### src/rtl/mux_nx1_rr.sv
// N-channel registered multiplexer with valid/ready handshakes and a choice of
// manual (sel) or round-robin channel selection.
module mux_nx1_rr #(
    parameter int N     = 8,
    parameter int WIDTH = 4,
    parameter int SELW  = 3
) (
    input  logic               clk,
    input  logic               reset,
    input  logic [N*WIDTH-1:0] in_data,
    input  logic [N-1:0]       in_valid,
    output logic [N-1:0]       in_ready,
    input  logic               mode,
    input  logic [SELW-1:0]    sel,
    output logic [WIDTH-1:0]   out_data,
    output logic               out_valid,
    input  logic               out_ready,
    output logic [SELW-1:0]    out_ch
);

    localparam logic [SELW:0]   N_W  = (SELW+1)'(N);
    localparam logic [SELW-1:0] LAST = SELW'(N - 1);

    logic [SELW-1:0]  ptr_r;
    logic [WIDTH-1:0] out_data_r;
    logic             out_valid_r;
    logic [SELW-1:0]  out_ch_r;

    logic             rr_found_s;
    logic [SELW-1:0]  rr_idx_s;
    logic             man_valid_s;
    logic             sel_in_range_s;
    logic             grant_valid_s;
    logic [SELW-1:0]  grant_s;
    logic             load_ok_s;
    logic             xfer_s;
    logic [WIDTH-1:0] grant_data_s;
    logic [SELW-1:0]  ptr_next_s;

    // Round-robin search: lowest valid index at or above ptr, else lowest valid overall.
    always_comb begin
        rr_found_s = 1'b0;
        rr_idx_s   = '0;
        for (int i = N - 1; i >= 0; i--) begin
            if (in_valid[i] && (SELW'(i) >= ptr_r)) begin
                rr_found_s = 1'b1;
                rr_idx_s   = SELW'(i);
            end else begin
                rr_found_s = rr_found_s;
            end
        end
        if (!rr_found_s) begin
            for (int i = N - 1; i >= 0; i--) begin
                if (in_valid[i]) begin
                    rr_found_s = 1'b1;
                    rr_idx_s   = SELW'(i);
                end else begin
                    rr_found_s = rr_found_s;
                end
            end
        end else begin
            rr_idx_s = rr_idx_s;
        end
    end

    // Manual selection: sel must name an existing channel that is presenting data.
    always_comb begin
        man_valid_s    = 1'b0;
        sel_in_range_s = ({1'b0, sel} < N_W);
        for (int i = 0; i < N; i++) begin
            if (sel == SELW'(i)) begin
                man_valid_s = in_valid[i];
            end else begin
                man_valid_s = man_valid_s;
            end
        end
    end

    // Grant, handshake and data steering.
    always_comb begin
        grant_valid_s = 1'b0;
        grant_s       = '0;
        grant_data_s  = '0;
        in_ready      = '0;
        if (mode) begin
            grant_valid_s = rr_found_s;
            grant_s       = rr_idx_s;
        end else begin
            grant_valid_s = sel_in_range_s && man_valid_s;
            grant_s       = sel;
        end
        load_ok_s = !out_valid_r || out_ready;
        xfer_s    = !reset && load_ok_s && grant_valid_s;
        for (int i = 0; i < N; i++) begin
            if (grant_s == SELW'(i)) begin
                grant_data_s = in_data[i*WIDTH +: WIDTH];
                in_ready[i]  = xfer_s;
            end else begin
                in_ready[i]  = 1'b0;
            end
        end
        if (grant_s == LAST) begin
            ptr_next_s = '0;
        end else begin
            ptr_next_s = grant_s + SELW'(1);
        end
    end

    // Output slot and round-robin pointer; a new word may replace one being drained.
    always_ff @(posedge clk or posedge reset) begin
        if (reset) begin
            out_data_r  <= '0;
            out_valid_r <= 1'b0;
            out_ch_r    <= '0;
            ptr_r       <= '0;
        end else if (xfer_s) begin
            out_data_r  <= grant_data_s;
            out_valid_r <= 1'b1;
            out_ch_r    <= grant_s;
            ptr_r       <= ptr_next_s;
        end else if (out_ready) begin
            out_valid_r <= 1'b0;
        end
    end

    assign out_data  = out_data_r;
    assign out_valid = out_valid_r;
    assign out_ch    = out_ch_r;

endmodule

### config.mk
export PLATFORM = sky130hd
export DESIGN_NAME = mux_nx1_rr
export DESIGN_NICKNAME = d
export VERILOG_FILES = /design/src/rtl/mux_nx1_rr.sv
export SDC_FILE = /design/constraint.sdc
export NUM_CORES = 1
export LEC_CHECK = 0
export ABC_AREA = 1
export CORE_UTILIZATION = 38
export DETAILED_ROUTE_END_ITERATION = 12
export PLACE_DENSITY = 0.77
export SKIP_LAST_GASP = 1
export SLEW_MARGIN = 20
export SYNTH_ARGS = -nofsm -noshare
export SYNTH_HDL_FRONTEND = slang
export SYNTH_SLANG_ARGS = --single-unit
### constraint.sdc
create_clock -name clk -period 2.7 [get_ports clk]
set_clock_uncertainty 0.1 [all_clocks]
set_input_delay 0.54 -clock clk [delete_from_list [all_inputs] [get_ports clk]]
set_output_delay 0.54 -clock clk [all_outputs]
set_load 0.05 [all_outputs]
==> qor.yml, run 1 <==
run_status:
  status: "finished with violations"
  violations: "setup timing"
critical_path:
  cp_top_family: "simple AND/OR/NAND/NOR gates"
  arrival_ns: 2.66
  crit_buf_inv: 3
  r2r_cells: 33
  reg2reg_from: "ptr_r[2]$_DFFE_PP0P_"
  rr_endpoint: "out_data[3]$_DFFE_PP0P_"
  cp.required_ns: 2.06
  slowest_delay_ns: 0.42
  crit_type: "reg -> out"
  startpoint_type: "flop"
  crit_start: "ptr_r[2]$_DFFE_PP0P_"
  worst_path_most_repeated_cell: "nand2_1"
  cpMaxStageDelayCell: "dfrtp_1"
  r2r_setup_slack_ns: -0.43
  endpoint_kind: "primary output"
  cp_max_fo: 4
min_path:
  min_from: "out_data[1]$_DFFE_PP0P_"
  hold_depth: 2
  hold_class: "reg -> reg"
  hold_path_end: "out_data[1]$_DFFE_PP0P_"
finish:
  final_nets: 433
  fin_cells: 425
  insertedDiodeCount: 0
  final_cell_mix: "86 x nand2_1, 59 x buf_4, 44 x clkdlybuf4s50_1"
  fill_cells: 169
  final_common_cell: "nand2_1"
  drive_gt1_share_pct: 38.52
  syn2layout_area_growth_pct: 118.1
  fin_util_pct: 88.68
die:
  fp.coreArea_mm2: 0.003416
  initial_utilization_pct: 40.66
  die_w_um: 62.46
  die_area_mm2: 0.003901
  die_h_um: 62.46
  io_pins: 63
  rows: 21
routing:
  wl_per_cell_um: 15.36
  first_pass_iters: 5
  avgViaCountPerCell: 5.151
  totalWireLength_um: 6530
  num_vias: 2189
  ant_nets: 0
  drcViolationCount: 0
  drt_iter0_drc: 153
global_route:
  grt_pass1_wl_um: 9742
  grt_usage_pct: 31.47
  overflow: 0
  grt_max_degree: 13
  grt_pass1_vias: 2172
  antenna_found_initial: 0
placed_design:
  pre_cts_ws_ns: -0.7364
  numPlacedInstances: 407
  gp_congestion: 0.9150
  hpwl_um: 4093
  port_buffers: 62
logic_synthesis:
  ys_ff_latch: 11
  synth_top_cell_area_share_pct: 26.49
  ys_top_cells_by_area: "nand2_1 26%, dfrtp_1 20%, inv_1 11%"
  yosys.area.top_type: "nand2_1"
  synthCells: 248
  netlist-cell-type-count: 30
  ys_warn_count: 0
  avgSynthCellArea_um2: 5.600
  seq_area_frac_synth_pct: 19.82
  syn_nets: 301
  syn_area_mm2: 0.001389
sta:
  tightest_slew_ns: 0.5151
  min_period_ns: 3.300
  setup_violations: 12
  slew_headroom_pct: 65.55
  hold_viol: 0
  timing.final.ws_setup_ns: -0.6004
  period_share_pct: 122.2
  max_freq_mhz: 303.0
  slew_violations: 0
  rsz0062_at_grt: "true"
power:
  pwr-share-clk_pct: 5.6
  p_seq_share_pct: 13.9
  combPwrFrac_pct: 80.5
  total_power_mw: 2.002
  p_switching_mw: 1.019
  power_leakage_nw: 1.501
  p_per_area_mw_per_mm2: 660.9
  ir_drop_mv: 0.5600
  internal_power_mw: 0.9835
  swShare_pct: 50.88
clocking:
  path_clk_slew_ns: 0.07
  cts_tree: "built"
  clk_latency_ns: 0.27
  clk_path_buf_depth: 2
  clock_sink_count: 11
  cts_root_buf: "clkbuf_4"
  cts_buffers: 3
  ctsHoldBuffers: 0
  htreeDepth: 1
job:
  drv_cap: 0
==> timing repair <==
item | 4_1_cts | 5_1_grt
setup buffers | 8 | 8
pin swaps | 29 | 24
gates resized for setup | 47 | 16
endpoints found under the setup margin | 14 | 15
==> Yosys cell counts <==
cell and instances:
inv_6 1, o211ai_1 3, nor3_1 3, nor4_1 2
inv_2 3, a31oi_1 1, nor2_4 2, o221ai_1 1
ha_1 6, o21ai_2 1, nor2_1 23, nor2_2 4
buf_2 2, nor2_8 1, nand3_1 15, nand2_2 2
dfrtp_1 11, nand4_1 3, o21ai_1 1, or2_2 1
nand2_1 98, nand3_2 2, a21oi_1 3, or2_1 1
a211oi_1 1, o31ai_1 1, inv_1 41, nand2_4 1
o21ai_0 11, or2_0 3
==> worst max-delay path by stage <==
stage	to	slack, ns	cells past startpoint
floorplan	in_ready[1]	-0.07	22
global placement	out_data[0]$_DFFE_PP0P_	-0.63	33
detailed placement	out_data[0]$_DFFE_PP0P_	-0.74	33
CTS	in_ready[7]	-0.45	25
global route	in_ready[3]	-0.74	25
finish	in_ready[3]	-0.60	25
==> cells by family after synthesis <==
family / after synthesis / share of synthesized area, %
buf+inv: 47 / 13.24
simple gates: 161 / 51.71
compound gates: 23 / 9.820
fa+ha+maj: 6 / 5.405
flops: 11 / 19.82
==> routing by layer <==
layer	global-route usage [%]	wire length [um]
met2	55.84	3349
met5	0	0
met1	36.36	2522
met3	5.474	484
met4	14.83	173
==> state kept, by name (all words and copies together) (netlist names) <==
signal and cells:
out_valid 1, out_ch 3, out_data 4, ptr_r 3
==> final cells by class <==
type / instances / area [um2] / share of cell area, %
sequential: 11 / 275.3 / 9.087
tap: 46 / 57.56 / 1.900
multi-input combinational: 190 / 1219 / 40.23
timing repair buffer: 129 / 1257 / 41.51
clock buffer: 4 / 26.28 / 0.8674
inverter: 45 / 193.9 / 6.402
==> per-stage QoR <==
stage / TNS, ns / cell area, um2 / hold slack (ns)
3_3_place_gp: -8.156 / 2714 / 0.3666
6_report: -5.608 / 3029 / 0.3786
2_1_floorplan: -0.3487 / 1518 / 0.3006
4_1_cts: -3.608 / 2943 / 0.3874
5_1_grt: -7.493 / 3029 / 0.4028
3_5_place_dp: -9.431 / 2714 / 0.3726
==> worst min-delay path: stages (launching register included) <==
cell     delay, ns
dfrtp_1       0.34
nand2_1       0.05
nand2_1       0.06
==> power by group through the flow <==
stage	sequential [mW]	combinational (mW)	clock, mW
after floorplan	0.432	0.606	0
after global placement	0.272	1.28	0
after detailed placement	0.273	1.31	0
after CTS	0.275	1.46	0.113
after global routing	0.285	1.72	0.117
final	0.279	1.61	0.112
(Power assumes the default switching activity.)
==> run 2: changes to the inputs <==
CORE_ASPECT_RATIO = 1.25   (was unset)
==> run 2 against run 1 <==
The flow still finishes with violations (setup timing). Routed wire length fell by 14%. Sequential cell count stayed put. Final cell count is 0.24% lower.
==> qor.yml, run 2 (synthesis results as in run 1) <==
power:
  ir_drop_mv: 0.7880  # +41%
  power_leakage_nw: 1.522  # +1.4%
  total_power_mw: 2.054  # +2.6%
  p_per_area_mw_per_mm2: 678.8  # +2.7%
finish:
  final_area_mm2: 0.003025  # -0.12%
  fin_cells: 424  # -0.24%
  syn2layout_area_growth_pct: 117.8
  fin_util_pct: 86.85  # -1.8 points
  final_common_cell: "nand2_1"
  largest_reg_flops: 4  # unchanged
  fill_cells: 198  # +17%
  final_cell_mix: "86 x nand2_1, 64 x buf_4, 45 x clkdlybuf4s50_1"
  final_nets: 439  # +1.4%
  insertedDiodeCount: 0  # unchanged
  drive_gt1_share_pct: 38.18  # -0.34 points
die:
  io_pins: 63  # unchanged
  fp.coreArea_mm2: 0.003483  # +2.0%
  initial_utilization_pct: 39.87  # -0.79 points
  rows: 24  # +14%
  die_area_mm2: 0.003902  # about the same
  die_h_um: 69.59  # +11%
  die_w_um: 56.07  # -10%
placed_design:
  hpwl_um: 3976  # -2.8%
  gp_congestion: 0.8592  # -6.1%
  pre_cts_ws_ns: -0.7136  # +0.02275 ns
  placed_area_mm2: 0.002665  # -1.8%
  port_buffers: 62  # unchanged
  numPlacedInstances: 398  # -2.2%
clocking:
  cts_root_buf: "clkbuf_8"
  htreeDepth: 1  # unchanged
  clock_sink_count: 11  # unchanged
  ctsHoldBuffers: 0  # unchanged
  cts_tree: "built"
  cts_buffers: 3  # unchanged
  clk_path_buf_depth: 2  # unchanged
  path_clk_slew_ns: 0.05  # -0.02 ns
  clk_latency_ns: 0.23  # -0.04 ns
routing:
  ant_nets: 0  # unchanged
  first_pass_iters: 4  # -1
  drt-met1-wl_um: 1924  # -24%
  top_layer: "met4"
  drt_iter0_drc: 86  # -44%
  avgViaCountPerCell: 4.873  # -5.4%
  drcViolationCount: 0  # unchanged
  wl_per_cell_um: 13.21  # -14%
  num_vias: 2066  # -5.6%
  dr_wl_met3_um: 249  # -49%
  totalWireLength_um: 5603  # -14%
  met2WireLength_um: 3330  # -0.57%
sta:
  timing.final.ws_setup_ns: -0.5456  # +0.05475 ns
  min_period_ns: 3.246  # -0.05475 ns
  period_share_pct: 120.2  # -2.0 points
  setup_violations: 14  # +2
  whs_ns: 0.3702  # -0.008387 ns
  tightest_slew_ns: 0.5208  # +0.005768 ns
  tns_ns: -5.690  # -0.08183 ns
  max_freq_mhz: 308.1  # +1.7%
  slew_headroom_pct: 65.17  # -0.39 points
  hold_viol: 0  # unchanged
  slew_violations: 0  # unchanged
  rsz0062_at_grt: "true"
critical_path:
  r2r_cells: 35  # +6.1%
  crit_type: "reg -> out"
  reg2reg_from: "ptr_r[2]$_DFFE_PP0P_"
  rr_endpoint: "out_data[1]$_DFFE_PP0P_"
  r2r_setup_slack_ns: -0.44  # about the same
  startpoint_type: "flop"
  arrival_ns: 2.61  # -0.05 ns
  endpoint_kind: "primary output"
  cp.required_ns: 2.06  # about the same
  cp_max_fo: 4  # unchanged
run_status:
  status: "finished with violations"
  violations: "setup timing"
min_path:
  hold_depth: 2  # unchanged
  hold_path_end: "out_data[1]$_DFFE_PP0P_"
  hold_class: "reg -> reg"
  min_from: "out_data[1]$_DFFE_PP0P_"
global_route:
  overflow: 0  # unchanged
  grt_pass1_wl_um: 8901  # -8.6%
  grt_pass1_vias: 2098  # -3.4%
  grt_usage_pct: 28.72  # -2.8 points
  grt_max_degree: 12  # -1
  antenna_found_initial: 0  # unchanged
job:
  drv_cap: 0  # unchanged
[run 2: cell types whose count changed in the layout (fill, tap and decap cells not counted), moves of 2 or more]
cell and delta:
nor2_1 +7, inv_2 +4, buf_4 +5, buf_6 +3, clkbuf_8 +3, clkbuf_4 -3
nor2_2 -4, buf_12 -2, nor2_4 -3, inv_1 -4
[run 2: cell type report]
class                   instances  area, um2  share of cell area, %
clock buffers                   4      45.04                  1.489
inverters                      45      193.9                  6.410
multi-input cells             190       1171                  38.71
flip-flops and latches         11      275.3                  9.098
well taps                      39      48.80                  1.613
repair buffers                135       1291                  42.68
[run 2: metal layers]
metal  vias to the layer above  global-route usage [%]
met5                         -                       0
met4                         0                   6.504
met3                        12                   3.731
met2                        70                   59.52
met1                       941                   29.07
li1                       1043                       -
[run 2: timing repair]
action | 4_1_cts | 5_1_grt
endpoints found under the setup margin | 14 | 14
gates resized for setup | 37 | 17
buffers inserted | 20 | 2
pin swaps | 25 | 23
[run 2: how the worst max path moves through the flow]
stage,from,to,slack [ns],depth (start not counted)
floorplan,in_valid[6],in_ready[1],-0.07,22
global placement,in_valid[6],in_ready[7],-0.62,25
detailed placement,in_valid[6],in_ready[6],-0.71,25
CTS,ptr_r[2]$_DFFE_PP0P_,in_ready[7],-0.42,25
global route,ptr_r[2]$_DFFE_PP0P_,in_ready[7],-0.76,25
finish,ptr_r[2]$_DFFE_PP0P_,in_ready[7],-0.55,25
[run 2: worst max-delay path, cell delays in order, from the launching register on]
cell and delay [ns]:
dfrtp_1 0.43, nand3_2 0.14, nand2_4 0.09, nand2_2 0.05, nand2_2 0.05, nand2_1 0.06, nand2_1 0.09, nand2_1 0.06
nand2_1 0.07, nand2_1 0.05, nand2_1 0.06, nand2_1 0.05, nand2_1 0.05, nand2_1 0.04, nand2_1 0.05, nand2_1 0.04
nand2_1 0.05, nand2_1 0.06, nand2_2 0.09, nand2_4 0.07, inv_4 0.08, ha_4 0.17, ha_4 0.16, inv_4 0.04
nor2_4 0.11, buf_12 0.15
[run 2: report_power, final]
part / internal, mW / total, mW / leakage, nW / switching [mW]
combinational: 0.740 / 1.61 / 1.36 / 0.871
clock: 0.103 / 0.161 / 0.0228 / 0.0580
sequential: 0.230 / 0.281 / 0.137 / 0.0518
total: 1.07 / 2.05 / 1.52 / 0.981
